--- src/rtl/coin_acceptor_if.sv ---
// Coin-acceptor signal bundle: raw sensors and hold in, coin code and status out.
interface coin_acceptor_if #(
  parameter int FIFO_DEPTH = 4
);
  logic                          coin5_raw;
  logic                          coin10_raw;
  logic                          hold;
  logic [1:0]                    coin_out;
  logic                          reject;
  logic                          overflow;
  logic [$clog2(FIFO_DEPTH):0]   fifo_count;

  modport master (
    output coin5_raw, coin10_raw, hold,
    input  coin_out, reject, overflow, fifo_count
  );

  modport slave (
    input  coin5_raw, coin10_raw, hold,
    output coin_out, reject, overflow, fifo_count
  );
endinterface

--- src/rtl/coin_acceptor.sv ---
// Coin sensor front end: synchronise, debounce, detect insertions, queue them and
// emit each coin as a single-cycle code with an enforced idle gap.
module coin_acceptor #(
  parameter int DEB_CYCLES = 4,
  parameter int GAP_CYCLES = 2,
  parameter int FIFO_DEPTH = 4
) (
  input  logic          clk,
  input  logic          rst,
  coin_acceptor_if.slave bus
);
  localparam int AW = $clog2(FIFO_DEPTH);
  localparam int CW = AW + 1;
  localparam int DW = $clog2(DEB_CYCLES);
  localparam int GW = $clog2(GAP_CYCLES + 1);
  localparam logic [DW-1:0] DEB_MAX  = DW'(DEB_CYCLES - 1);
  localparam logic [GW-1:0] GAP_LOAD = GW'(GAP_CYCLES - 1);
  localparam logic [CW-1:0] FULL_CNT = CW'(FIFO_DEPTH);

  typedef enum logic [1:0] {IDLE = 2'd0, EMIT = 2'd1, GAP = 2'd2} state_t;

  // Channel index 0 is the 5 rs sensor, index 1 the 10 rs sensor.
  logic [1:0]    raw_s;
  logic [1:0]    sync1_r, sync2_r;
  logic [1:0]    deb_r;
  logic [1:0]    ev_r;
  logic [DW-1:0] deb_cnt_r [2];

  logic [1:0]    mem_r [FIFO_DEPTH];
  logic [AW-1:0] wr_ptr_r, rd_ptr_r;
  logic [CW-1:0] count_r;
  logic          reject_r, overflow_r;

  state_t        state_r, state_nxt_s;
  logic [GW-1:0] gap_r, gap_nxt_s;
  logic [1:0]    coin_out_r, coin_out_nxt_s;
  logic          pop_s;

  logic          push_s, both_s, full_s, empty_s, accept_s;
  logic [1:0]    push_code_s, head_s;

  assign raw_s = {bus.coin10_raw, bus.coin5_raw};

  // Two-flop synchroniser per raw sensor line.
  always_ff @(posedge clk or posedge rst) begin
    if (rst) begin
      sync1_r <= 2'b00;
      sync2_r <= 2'b00;
    end else begin
      sync1_r <= raw_s;
      sync2_r <= sync1_r;
    end
  end

  // Debounce each channel and pulse an event on a debounced rising edge.
  always_ff @(posedge clk or posedge rst) begin
    if (rst) begin
      deb_r <= 2'b00;
      ev_r  <= 2'b00;
      for (int i = 0; i < 2; i++) deb_cnt_r[i] <= '0;
    end else begin
      for (int i = 0; i < 2; i++) begin
        ev_r[i] <= 1'b0;
        if (sync2_r[i] == deb_r[i]) begin
          deb_cnt_r[i] <= '0;
        end else if (deb_cnt_r[i] == DEB_MAX) begin
          deb_r[i]     <= sync2_r[i];
          deb_cnt_r[i] <= '0;
          ev_r[i]      <= sync2_r[i];
        end else begin
          deb_cnt_r[i] <= deb_cnt_r[i] + 1'b1;
        end
      end
    end
  end

  assign push_s      = ev_r[0] ^ ev_r[1];
  assign both_s      = ev_r[0] & ev_r[1];
  assign push_code_s = ev_r[1] ? 2'b10 : 2'b01;
  assign full_s      = (count_r == FULL_CNT);
  assign empty_s     = (count_r == {CW{1'b0}});
  assign accept_s    = push_s & (~full_s | pop_s);
  assign head_s      = mem_r[rd_ptr_r];

  // Coin FIFO plus reject/overflow pulses; a pop frees a slot for a same-cycle push.
  always_ff @(posedge clk or posedge rst) begin
    if (rst) begin
      wr_ptr_r   <= '0;
      rd_ptr_r   <= '0;
      count_r    <= '0;
      reject_r   <= 1'b0;
      overflow_r <= 1'b0;
      for (int i = 0; i < FIFO_DEPTH; i++) mem_r[i] <= 2'b00;
    end else begin
      reject_r   <= both_s;
      overflow_r <= push_s & full_s & ~pop_s;
      if (accept_s) begin
        mem_r[wr_ptr_r] <= push_code_s;
        wr_ptr_r        <= wr_ptr_r + 1'b1;
      end
      if (pop_s) begin
        rd_ptr_r <= rd_ptr_r + 1'b1;
      end
      count_r <= count_r + CW'(accept_s) - CW'(pop_s);
    end
  end

  // Emission state, gap counter and registered coin code.
  always_ff @(posedge clk or posedge rst) begin
    if (rst) begin
      state_r    <= IDLE;
      gap_r      <= '0;
      coin_out_r <= 2'b00;
    end else begin
      state_r    <= state_nxt_s;
      gap_r      <= gap_nxt_s;
      coin_out_r <= coin_out_nxt_s;
    end
  end

  // Next-state logic. The IDLE decision cycle is the last of the GAP_CYCLES idle
  // cycles, so the GAP state itself lasts GAP_CYCLES-1 cycles.
  always_comb begin
    state_nxt_s    = state_r;
    gap_nxt_s      = gap_r;
    coin_out_nxt_s = 2'b00;
    pop_s          = 1'b0;
    case (state_r)
      IDLE: begin
        if (!empty_s && !bus.hold) begin
          coin_out_nxt_s = head_s;
          pop_s          = 1'b1;
          state_nxt_s    = EMIT;
        end else begin
          state_nxt_s = IDLE;
        end
      end
      EMIT: begin
        gap_nxt_s   = GAP_LOAD;
        state_nxt_s = (GAP_CYCLES > 1) ? GAP : IDLE;
      end
      GAP: begin
        gap_nxt_s = gap_r - 1'b1;
        if (gap_r <= {{(GW-1){1'b0}}, 1'b1}) begin
          state_nxt_s = IDLE;
        end else begin
          state_nxt_s = GAP;
        end
      end
      default: begin
        state_nxt_s = IDLE;
      end
    endcase
  end

  assign bus.coin_out   = coin_out_r;
  assign bus.reject     = reject_r;
  assign bus.overflow   = overflow_r;
  assign bus.fifo_count = count_r;
endmodule

--- src/flat_wrapper.sv ---
// flat-port wrapper written by rule: the top's interface ports become plain ports
module coin_acceptor_flat 
#(
  parameter int DEB_CYCLES = 4,
  parameter int GAP_CYCLES = 2,
  parameter int FIFO_DEPTH = 4
)
  (clk, rst, bus_coin5_raw, bus_coin10_raw, bus_hold, bus_coin_out, bus_reject, bus_overflow, bus_fifo_count);
  coin_acceptor_if #(.FIFO_DEPTH(FIFO_DEPTH)) bus_i ();
  input  logic clk;
  input  logic rst;
  input wire logic [$bits(bus_i.coin5_raw)-1:0] bus_coin5_raw;
  input wire logic [$bits(bus_i.coin10_raw)-1:0] bus_coin10_raw;
  input wire logic [$bits(bus_i.hold)-1:0] bus_hold;
  output wire logic [$bits(bus_i.coin_out)-1:0] bus_coin_out;
  output wire logic [$bits(bus_i.reject)-1:0] bus_reject;
  output wire logic [$bits(bus_i.overflow)-1:0] bus_overflow;
  output wire logic [$bits(bus_i.fifo_count)-1:0] bus_fifo_count;
  assign bus_i.coin5_raw = bus_coin5_raw;
  assign bus_i.coin10_raw = bus_coin10_raw;
  assign bus_i.hold = bus_hold;
  assign bus_coin_out = bus_i.coin_out;
  assign bus_reject = bus_i.reject;
  assign bus_overflow = bus_i.overflow;
  assign bus_fifo_count = bus_i.fifo_count;
  coin_acceptor #(.DEB_CYCLES(DEB_CYCLES), .GAP_CYCLES(GAP_CYCLES), .FIFO_DEPTH(FIFO_DEPTH)) u_core (.clk(clk), .rst(rst), .bus(bus_i));
endmodule
--- config.mk ---
export PLATFORM = sky130hd
export DESIGN_NAME = coin_acceptor_flat
export DESIGN_NICKNAME = d
export VERILOG_FILES = /design/src/rtl/coin_acceptor_if.sv /design/src/rtl/coin_acceptor.sv /design/src/flat_wrapper.sv
export SDC_FILE = /design/constraint.sdc
export NUM_CORES = 1
export LEC_CHECK = 0
export ABC_AREA = 1
export ABC_CLOCK_PERIOD_IN_PS = 2000
export CORE_MARGIN = 5
export CORE_UTILIZATION = 49
export CTS_CLUSTER_DIAMETER = 80
export CTS_CLUSTER_SIZE = 20
export DETAILED_ROUTE_END_ITERATION = 8
export GPL_TIMING_DRIVEN = 0
export MAX_ROUTING_LAYER = met4
export PLACE_DENSITY = 0.7
export SLEW_MARGIN = 20
export SYNTH_ARGS = -nofsm -noshare
export SYNTH_HDL_FRONTEND = slang
export SYNTH_SLANG_ARGS = --single-unit
--- constraint.sdc ---
create_clock -name clk -period 2 [get_ports clk]
set_clock_uncertainty 0.2 [all_clocks]
set_input_delay 0.2 -clock clk [delete_from_list [all_inputs] [get_ports clk]]
set_output_delay 0.2 -clock clk [all_outputs]
set_load 0.1 [all_outputs]
== Yosys cells after proc, flatten, opt, wreduce, memory -nomap -nowiden ==
Index checks and enable logic that the tools add are counted.

* Add/subtract/negate cells: 7
* $mul: 0
* Divide/modulo/power cells: 0
* Order comparisons: 4
* Equal/unequal tests: 7
* Shifts and indexed selects: 0
* Mux-type cells: 23
* Bitwise operators: 12
* Reduce and logical (&&, ||, !) cells: 9

{| class="wikitable"
|+ Operators with widths
! cell !! number
|-
| 2-bit 2-to-1 mux || 11
|-
| 2-bit by 1-bit adder with 2-bit output (second input constant) || 4
|-
| 8-bit bitwise mux || 1
|-
| 1-bit 2-to-1 mux || 7
|-
| 2-bit == test (second input constant) || 3
|-
| 3-bit greater-or-equal comparator (second input constant) || 2
|-
| 2-bit inverter with 3-bit output || 2
|-
| 2-bit one-hot mux with 3 select lines || 1
|-
| 1-bit AND || 4
|-
| 2-bit binary-select mux with 2-bit select || 1
|-
| 2-bit demux with 2-bit select || 1
|-
| 1-bit inverter || 4
|-
| 2-bit one-hot mux with 2 select lines || 1
|-
| 2-bit AND reduction || 2
|-
| 3-bit by 1-bit adder with 3-bit output || 1
|-
| 3-bit == test (second input constant) || 1
|-
| 3-bit zero test || 1
|-
| 3-bit by 1-bit less-than comparator with 1-bit output (second input constant) || 1
|-
| 3-bit by 1-bit subtractor with 3-bit output || 1
|-
| 1-bit == test || 2
|-
| 2-bit by 1-bit == test with 1-bit output (second input constant) || 1
|-
| 2-bit by 1-bit less-or-equal comparator with 1-bit output (second input constant) || 1
|-
| 1-bit logical AND || 2
|-
| 1-bit zero test || 2
|-
| other kinds (5) || 5
|}

* Register bits: 35
* Bits in latches: 0
* Bits in writable memories: 0
* ROM bits: 0
* Input bits: 5
* Output and inout bits: 7
* Logic and storage cells: 81
* Memories: 0

== Logic depth before layout (Yosys ltp) ==
Gate-level depths: netlist of the first run.

* Depth after elaboration: 9
* Mapped depth: 11
* Mapped depth without buffers: 11

== Least setup slack after synthesis of the first run ==
No wires, ideal clock.

* Path type: flip-flop to flip-flop
* Start: reg u_core.count_r[2], in the netlist u_core.bus.fifo_count[2]
* End: reg u_core.count_r[2], in the netlist u_core.bus.fifo_count[2]
* Library setup time: 132 ps
* Arrival: 2,359 ps
* Required time: 1,668 ps
* Path slack: -690 ps
* Stages on the path, launching flop included: 10
* Path buffers: 0
* Period minus slack after synthesis: 2,690 ps
* Cells stage by stage: dfrtp_1 inv_1 nand2_2 nand2_4 xnor2_1 ha_1 inv_1 fa_1 xnor2_1 xor2_1

* Word-level cells in the longest chain between the ends: 9
* Elaborated cells on any way between the ends: 11
* Those cells by class: add/sub (2); eq/ne (1); mux (2); bitwise (3); reduce/logical (3)

{| class="wikitable"
|+ RTL lines
! what !! line !! source
|-
| from (decl) || coin_acceptor.sv:31 || <nowiki>logic [CW-1:0] count_r;</nowiki>
|-
| from (signal assigned) || coin_acceptor.sv:104 || <nowiki>count_r <= count_r + CW'(accept_s) - CW'(pop_s);</nowiki>
|-
| 3-bit zero test || coin_acceptor.sv:81 || <nowiki>assign empty_s = (count_r == {CW{1'b0}});</nowiki>
|-
| 1-bit zero test || coin_acceptor.sv:130 || <nowiki>if (!empty_s && !bus.hold) begin</nowiki>
|-
| 1-bit logical AND || coin_acceptor.sv:130 ||
|-
| 1-bit 2-to-1 mux || coin_acceptor.sv:130 ||
|-
| 1-bit 2-to-1 mux || coin_acceptor.sv:128 || <nowiki>case (state_r)</nowiki>
|-
| 1-bit bitwise OR || coin_acceptor.sv:82 || <nowiki>assign accept_s = push_s & (~full_s | pop_s);</nowiki>
|-
| 1-bit AND || coin_acceptor.sv:82 ||
|-
| 3-bit by 1-bit adder with 3-bit output || coin_acceptor.sv:104 ||
|-
| 3-bit by 1-bit subtractor with 3-bit output * || coin_acceptor.sv:104 ||
|}

Mark *: on every way between the ends. The rest lies on a longest branch, timed or not.
A chain may end at the register's enable or synchronous reset.

== Worst setup path after layout of the first run ==
* Start: reg u_core.count_r[1], in the netlist u_core.bus.fifo_count[1]
* End: reg u_core.count_r[2], in the netlist u_core.bus.fifo_count[2]

The elaborated chain is that of the path after synthesis.

==> impl_metrics.py, run 1 <==
metrics = {
    "worst_setup_path": {
        "critPathKind": "reg2reg",
        "critPathLaunch": "u_core.bus.fifo_count[1]",
        "timing.rr.end": "u_core.bus.fifo_count[2]",
        "slowest_stage": "dfrtp_4",
        "required_ns": 2.01,
        "r2r_slack_ns": -0.10,
        "path_max_fanout": 4,
        "crit_path_end": "u_core.bus.fifo_count[2]",
        "arrival_ns": 2.12,
        "cp_slowest_stage_delay_ns": 0.53,
        "r2r_cells": 9,
        "endpoint_kind": "register",
        "cp_cell_sequence": "nor2_4 -> nand2_2 -> nand2_4 -> xnor2_2 -> ha_2 -> inv_2 -> fa_2 -> xnor2_2 -> xor2_1",
        "r2r_start": "u_core.bus.fifo_count[1]",
        "crit_top_cell": "xnor2_2",
        "startpoint_type": "register",
    },
    "route": {
        "ant_nets": 0,
        "viasPerCell": 4.81,
        "drt_iter0_markers": 62,
        "routed_wl_microns": 2600,
        "wl_per_cell_microns": 11.6,
        "drc": 0,
        "vias": 1078,
        "first_pass_iters": 4,
    },
    "clocking": {
        "clkTransAtPathRegs_ns": 0.10,
        "clock_latency_ns": 0.33,
        "cts-root-buf": "clkbuf_4",
        "htree_levels": 2,
        "clockBufferDepth": 2,
        "cts.sinks": 35,
        "cts-buffers-inserted": 5,
        "cts_tree": "done",
        "hold_buffers": 0,
    },
    "run_status": {
        "status": "complete, but fails checks",
        "violations": "setup timing",
    },
    "cells_and_area": {
        "multi_input_area_sq_um": 638,
        "antenna_cells": 0,
        "utilization_pct": 63.6,
        "drive_above_1_share_pct": 27.2,
        "layoutNonFillerInstCount": 224,
        "ff_latch_area_sq_um": 888,
        "fillers": 253,
        "area_growth_pct": 23.5,
        "fin_nets": 196,
    },
    "floorplan": {
        "rows": 20,
        "initial_utilization_pct": 51.5,
        "coreArea_sq_um": 3050,
        "die_height_microns": 66.6,
        "pin_count": 12,
        "dieWidth_microns": 66.6,
        "die_area_sq_um": 4440,
    },
    "power_and_ir_drop": {
        "power_density_nw_per_um2": 1570,
        "ir_worst_vdd_mv": 1.03,
        "p_leak_uw": 0.000963,
        "p_total_uw": 3060,
    },
    "timing": {
        "finalSetupViolCount": 2,
        "finalWorstSetupSlack_ns": -0.103,
        "min_period_over_period_pct": 105,
        "tightest_slew_ns": 0.957,
        "rsz0062_at_grt": "yes",
        "fin_crit_ns": 2.10,
        "clock.fmax_mhz": 476,
        "slew_violations": 0,
        "maxSlewHeadroom_pct": 36.4,
        "finalHoldViolCount": 0,
    },
    "global_routing": {
        "grt_pass1_wl_microns": 4680,
        "grt_overflow": 0,
        "grt_usage_pct": 14.9,
        "grt_max_degree": 36,
        "grt_pass1_vias": 1103,
        "antenna_found_initial": 0,
    },
    "place": {
        "gp_congestion": 0.766,
        "place_inst": 208,
        "port_buffers": 11,
        "post-dp-hpwl_microns": 1820,
    },
    "yosys": {
        "avgSynthCellArea_sq_um": 10.3,
        "syn-num-nets": 170,
        "ys_ff_latch": 35,
        "synth_cell_types": 24,
        "ys_seq_area_share_pct": 55.7,
        "syn_area_sq_um": 1570,
        "syn_inst": 153,
        "ys_warn_count": 0,
    },
    "flow_run": {
        "maxCapViolCount": 0,
    },
    "hold_path": {
        "worstHoldPathType": "in2async",
    },
}
[per-layer routing]
metal	vias up	track usage (%)	routed length, microns
met5	-	-	0
met4	0	7.61	19
met3	2	5.73	111
met2	14	24.9	1390
met1	523	15.2	1080
li1	539	-	-
[cell usage in the layout (no fill, tap or decap), types with 5 or more instances in the layout]
cell,n
dfrtp_1,31
nand2_1,26
inv_1,14
nor2_1,10
nand3_1,8
inv_2,8
nand4_1,8
ha_1,8
buf_4,8
o21ai_1,7
clkbuf_4,5
[cells in the mapped netlist, drive strengths merged]
cell type / n / area share, %
ha: 11 / 8.8
buf: 3 / 1.4
inv: 23 / 5.5
a21oi: 2 / 0.64
xnor2: 4 / 2.2
nand2: 30 / 8.1
nand3: 10 / 4.3
xor2: 2 / 1.1
o21ai: 7 / 2.2
o21a: 1 / 0.48
nand4: 8 / 3.2
nor3: 2 / 0.64
o211ai: 2 / 0.96
dfrtp: 35 / 56
nor2: 12 / 3.5
fa: 1 / 1.3
[registers in the layout, indices dropped and copies added, names as in the netlist]
signal,cells
u_core.mem_r,8
u_core.deb_cnt_r,4
u_core.bus.fifo_count,3
u_core.bus.coin_out,2
u_core.deb_r,2
u_core.ev_r,2
u_core.gap_r,2
u_core.rd_ptr_r,2
u_core.state_r,2
u_core.sync1_r,2
u_core.sync2_r,2
u_core.wr_ptr_r,2
u_core.bus.overflow,1
u_core.bus.reject,1
[area by class of cell]
type                            instances  share of cell area, %
Buffer                                  3                   1.10
Clock buffer                            6                   2.64
Clock inverter                          2                   1.81
Inverter                               23                   4.58
Multi-Input combinational cell         92                   32.9
Sequential cell                        35                   45.8
Tap cell                               44                   2.84
Timing Repair Buffer                   19                   8.38
[metrics by stage]
step	instance area, sq um	hold WS (ns)	TNS, ns	setup slack, ns
floorplan	1600	0.0314	-0.411	-0.248
global placement	1760	0.137	-0.588	-0.222
detailed placement	1760	0.141	-0.420	-0.260
CTS	1920	0.0789	-0.384	-0.206
global route	1940	0.0640	-0.295	-0.199
finish	1940	0.0887	-0.113	-0.103
[worst max-delay path, delay by kind of cell, from the launching register on]
kind                     cells  cell delay, ns
flip-flops                   1            0.53
adder cells (fa/ha/maj)      2            0.53
XOR/XNOR                     3            0.39
AND/OR/NAND/NOR              3            0.30
buffers and inverters        1            0.03
[logic make-up after synthesis]
family,Yosys count,share of synthesized area (%)
simple gates,62,19.7
flops,35,55.7
buf+inv,26,6.85
compound gates,12,4.30
fa+ha+maj,12,10.0
xor+xnor,6,3.34
[repair_timing]
action | in CTS | in global routing
resized for setup | 21 | 5
setup buffers | 5 | 3
endpoints found under the setup margin | 9 | 3
pin swaps | 9 | 8
[power breakdown]
| part | internal (uW) | switching [uW] |
|---|---|---|
| Combinational | 540 | 894 |
| Sequential | 939 | 162 |
| Clock | 295 | 225 |
[worst min path at each step]
stage | start | to | slack (ns)
after floorplan | bus_coin5_raw | u_core.sync1_r[0] | 0.03
after global placement | u_core.sync1_r[1] | u_core.sync2_r[1] | 0.14
after detailed placement | u_core.sync1_r[1] | u_core.sync2_r[1] | 0.14
after CTS | bus_coin10_raw | u_core.sync1_r[1] | 0.08
after global routing | bus_coin10_raw | u_core.sync1_r[1] | 0.06
final | rst | u_core.mem_r[1] | 0.09
Note: power is estimated with default switching activity, not from simulation.
==> inputs of run 2 (changes only) <==
--- a/config.mk
+++ b/config.mk
@@ -10,12 +10,11 @@
 export CORE_MARGIN = 5
 export CORE_UTILIZATION = 49
 export CTS_CLUSTER_DIAMETER = 80
-export CTS_CLUSTER_SIZE = 20
+export CTS_CLUSTER_SIZE = 10
 export DETAILED_ROUTE_END_ITERATION = 8
 export GPL_TIMING_DRIVEN = 0
 export MAX_ROUTING_LAYER = met4
 export PLACE_DENSITY = 0.7
-export SLEW_MARGIN = 20
 export SYNTH_ARGS = -nofsm -noshare
 export SYNTH_HDL_FRONTEND = slang
 export SYNTH_SLANG_ARGS = --single-unit
==> run 2 against run 1 <==
Compared with the run above:
- the flow still finishes with violations (setup timing)
- die area unchanged
- combinational power about the same
- highest routed layer unchanged
- fmax is 0.22% higher
- non-clock buffer count is 1 lower
- cell count down 0.45%
- register-to-register slack hardly changed
- critical endpoint unchanged
- sequential share of layout area is essentially flat
- sequential cell count is the same
- hold slack got worse by 0.0074 ns
- clock power about the same
- largest cell class unchanged
==> impl_metrics.py, run 2 (synthesis results as in run 1) <==
metrics = {
    "run_status": {
        "status": "complete, but fails checks",
        "violations": "setup timing",
    },
    "timing": {
        "slew_violations": 0,
        "tightest_slew_ns": 0.957,
        "finalSetupViolCount": 2,
        "min_period_over_period_pct": 105,
        "finalHoldViolCount": 0,
        "finalWorstSetupSlack_ns": -0.0983,
        "maxSlewHeadroom_pct": 36.4,
        "hold_ws_ns": 0.0813,
        "setup_tns_ns": -0.105,
        "clock.fmax_mhz": 477,
        "fin_crit_ns": 2.10,
        "rsz0062_at_grt": "yes",
    },
    "floorplan": {
        "die_area_sq_um": 4440,
        "initial_utilization_pct": 51.5,
        "coreArea_sq_um": 3050,
        "die_height_microns": 66.6,
        "dieWidth_microns": 66.6,
        "pin_count": 12,
        "rows": 20,
    },
    "route": {
        "first_pass_iters": 4,
        "drt_iter0_markers": 68,
        "viasPerCell": 4.80,
        "vias": 1070,
        "routed_wl_microns": 2470,
        "drc": 0,
        "wl_per_cell_microns": 11.1,
        "ant_nets": 0,
    },
    "power_and_ir_drop": {
        "power_density_nw_per_um2": 1560,
        "clkPwrFrac_pct": 17.2,
        "pwr-share-comb_pct": 46.7,
        "p_sw_uw": 1260,
        "switching_share_pct": 41.7,
        "power.internal_uw": 1770,
        "ir_worst_vdd_mv": 1.04,
        "p_leak_uw": 0.000960,
        "p_seq_share_pct": 36.1,
    },
    "worst_setup_path": {
        "startpoint_type": "register",
        "cp_cell_sequence": "inv_2 -> ha_4 -> nand2_4 -> inv_4 -> nand2_4 -> xnor2_2 -> ha_2 -> inv_2 -> fa_2 -> xnor2_2 -> xor2_1",
        "critPathKind": "reg2reg",
        "slowest_stage": "dfrtp_1",
        "arrival_ns": 2.11,
        "required_ns": 2.02,
        "r2r_slack_ns": -0.1,
        "cp_slowest_stage_delay_ns": 0.41,
        "r2r_start": "u_core.state_r[0]",
        "timing.rr.end": "u_core.bus.fifo_count[2]",
        "endpoint_kind": "register",
        "path_max_fanout": 2,
        "r2r_cells": 11,
    },
    "clocking": {
        "hold_buffers": 0,
        "clkTransAtPathRegs_ns": 0.10,
        "clockBufferDepth": 2,
        "cts_tree": "done",
        "htree_levels": 2,
        "clock_latency_ns": 0.33,
        "cts-buffers-inserted": 5,
        "cts.sinks": 35,
        "cts-root-buf": "clkbuf_4",
    },
    "place": {
        "port_buffers": 11,
        "post-dp-hpwl_microns": 1790,
        "place_inst": 208,
        "placed_area_sq_um": 1760,
        "gp_congestion": 0.766,
    },
    "global_routing": {
        "grt_max_degree": 36,
        "grt_overflow": 0,
        "grt_usage_pct": 14.5,
        "grt_pass1_wl_microns": 4560,
        "antenna_found_initial": 0,
        "grt_pass1_vias": 1087,
    },
    "cells_and_area": {
        "drive_above_1_share_pct": 26.3,
        "fin_nets": 195,
        "area_growth_pct": 23.4,
        "layout_common_cells": "dfrtp_1, nand2_1, inv_1",
        "antenna_cells": 0,
        "final_common_cell": "dfrtp_1",
        "top_register": "u_core.mem_r",
        "utilization_pct": 63.5,
        "final_area_sq_um": 1940,
        "layoutNonFillerInstCount": 223,
        "largest_register_ffs": 8,
    },
    "hold_path": {
        "worstHoldPathType": "in2async",
    },
    "flow_run": {
        "maxCapViolCount": 0,
    },
}
## run 2: changes by cell type in the layout (fill, tap and decap cells not counted)
cell | previous run | this run
inv_1 | 14 | 15
clkbuf_2 | 1 | 0
inv_2 | 8 | 7
clkdlybuf4s15_2 | 2 | 3
buf_4 | 8 | 7
## run 2: worst max-delay path by stage
stage	startpoint	endpoint	slack, ns	depth (start not counted)
floorplan	u_core.bus.fifo_count[1]	u_core.bus.fifo_count[2]	-0.25	9
global route	u_core.state_r[0]	u_core.bus.fifo_count[2]	-0.20	11
global placement	bus_hold	u_core.bus.fifo_count[2]	-0.22	11
CTS	u_core.state_r[0]	u_core.bus.fifo_count[2]	-0.21	11
detailed placement	bus_hold	u_core.bus.fifo_count[2]	-0.26	11
finish	u_core.state_r[0]	u_core.bus.fifo_count[2]	-0.1	11
## run 2: metrics by stage
| stage | total power (uW) | setup slack [ns] |
|---|---|---|
| 2_1_floorplan | 2100 | -0.248 |
| 4_1_cts | 3030 | -0.206 |
| 6_report | 3030 | -0.0983 |
| 3_5_place_dp | 2360 | -0.260 |
| 3_3_place_gp | 2310 | -0.222 |
| 5_1_grt | 3260 | -0.199 |
## run 2: cell type report
| type | count | area (sq um) |
|---|---|---|
| clock inverters | 2 | 35.0 |
| multi-input cells | 92 | 638 |
| inverters | 23 | 88.8 |
| clock buffers | 6 | 51.3 |
| plain buffers | 3 | 21.3 |
| fillers | 250 | 1110 |
| flip-flops and latches | 35 | 888 |
| well taps | 44 | 55.1 |
| repair buffers | 18 | 161 |
## run 2: power groups by stage
| stage | sequential, uW | combinational [uW] | clock [uW] |
|---|---|---|---|
| 2_1_floorplan | 1410 | 681 | 0 |
| 3_3_place_gp | 1100 | 1200 | 0 |
| 4_1_cts | 1090 | 1390 | 537 |
| 5_1_grt | 1120 | 1560 | 572 |
| 6_report | 1090 | 1420 | 520 |
| 3_5_place_dp | 1120 | 1240 | 0 |
## run 2: per-layer routing
layer / wire [microns] / GRT usage (%)
met4: 19 / 6.85
met2: 1290 / 24.0
met5: 0 / -
met1: 1050 / 15.3
met3: 117 / 5.56
## run 2: worst max-delay path: cells and delay by family, from the launching register on
family | cells | cell delay (ns)
xor+xnor | 3 | 0.41
flops | 1 | 0.41
simple gates | 2 | 0.10
buf+inv | 3 | 0.18
fa+ha+maj | 3 | 0.67
## run 2: what timing repair did
| action | CTS | global route |
|---|---|---|
| setup endpoints to repair | 9 | 2 |
| pin swaps | 8 | 8 |
| buffers inserted | 5 | 2 |
| gates resized for setup | 23 | 2 |
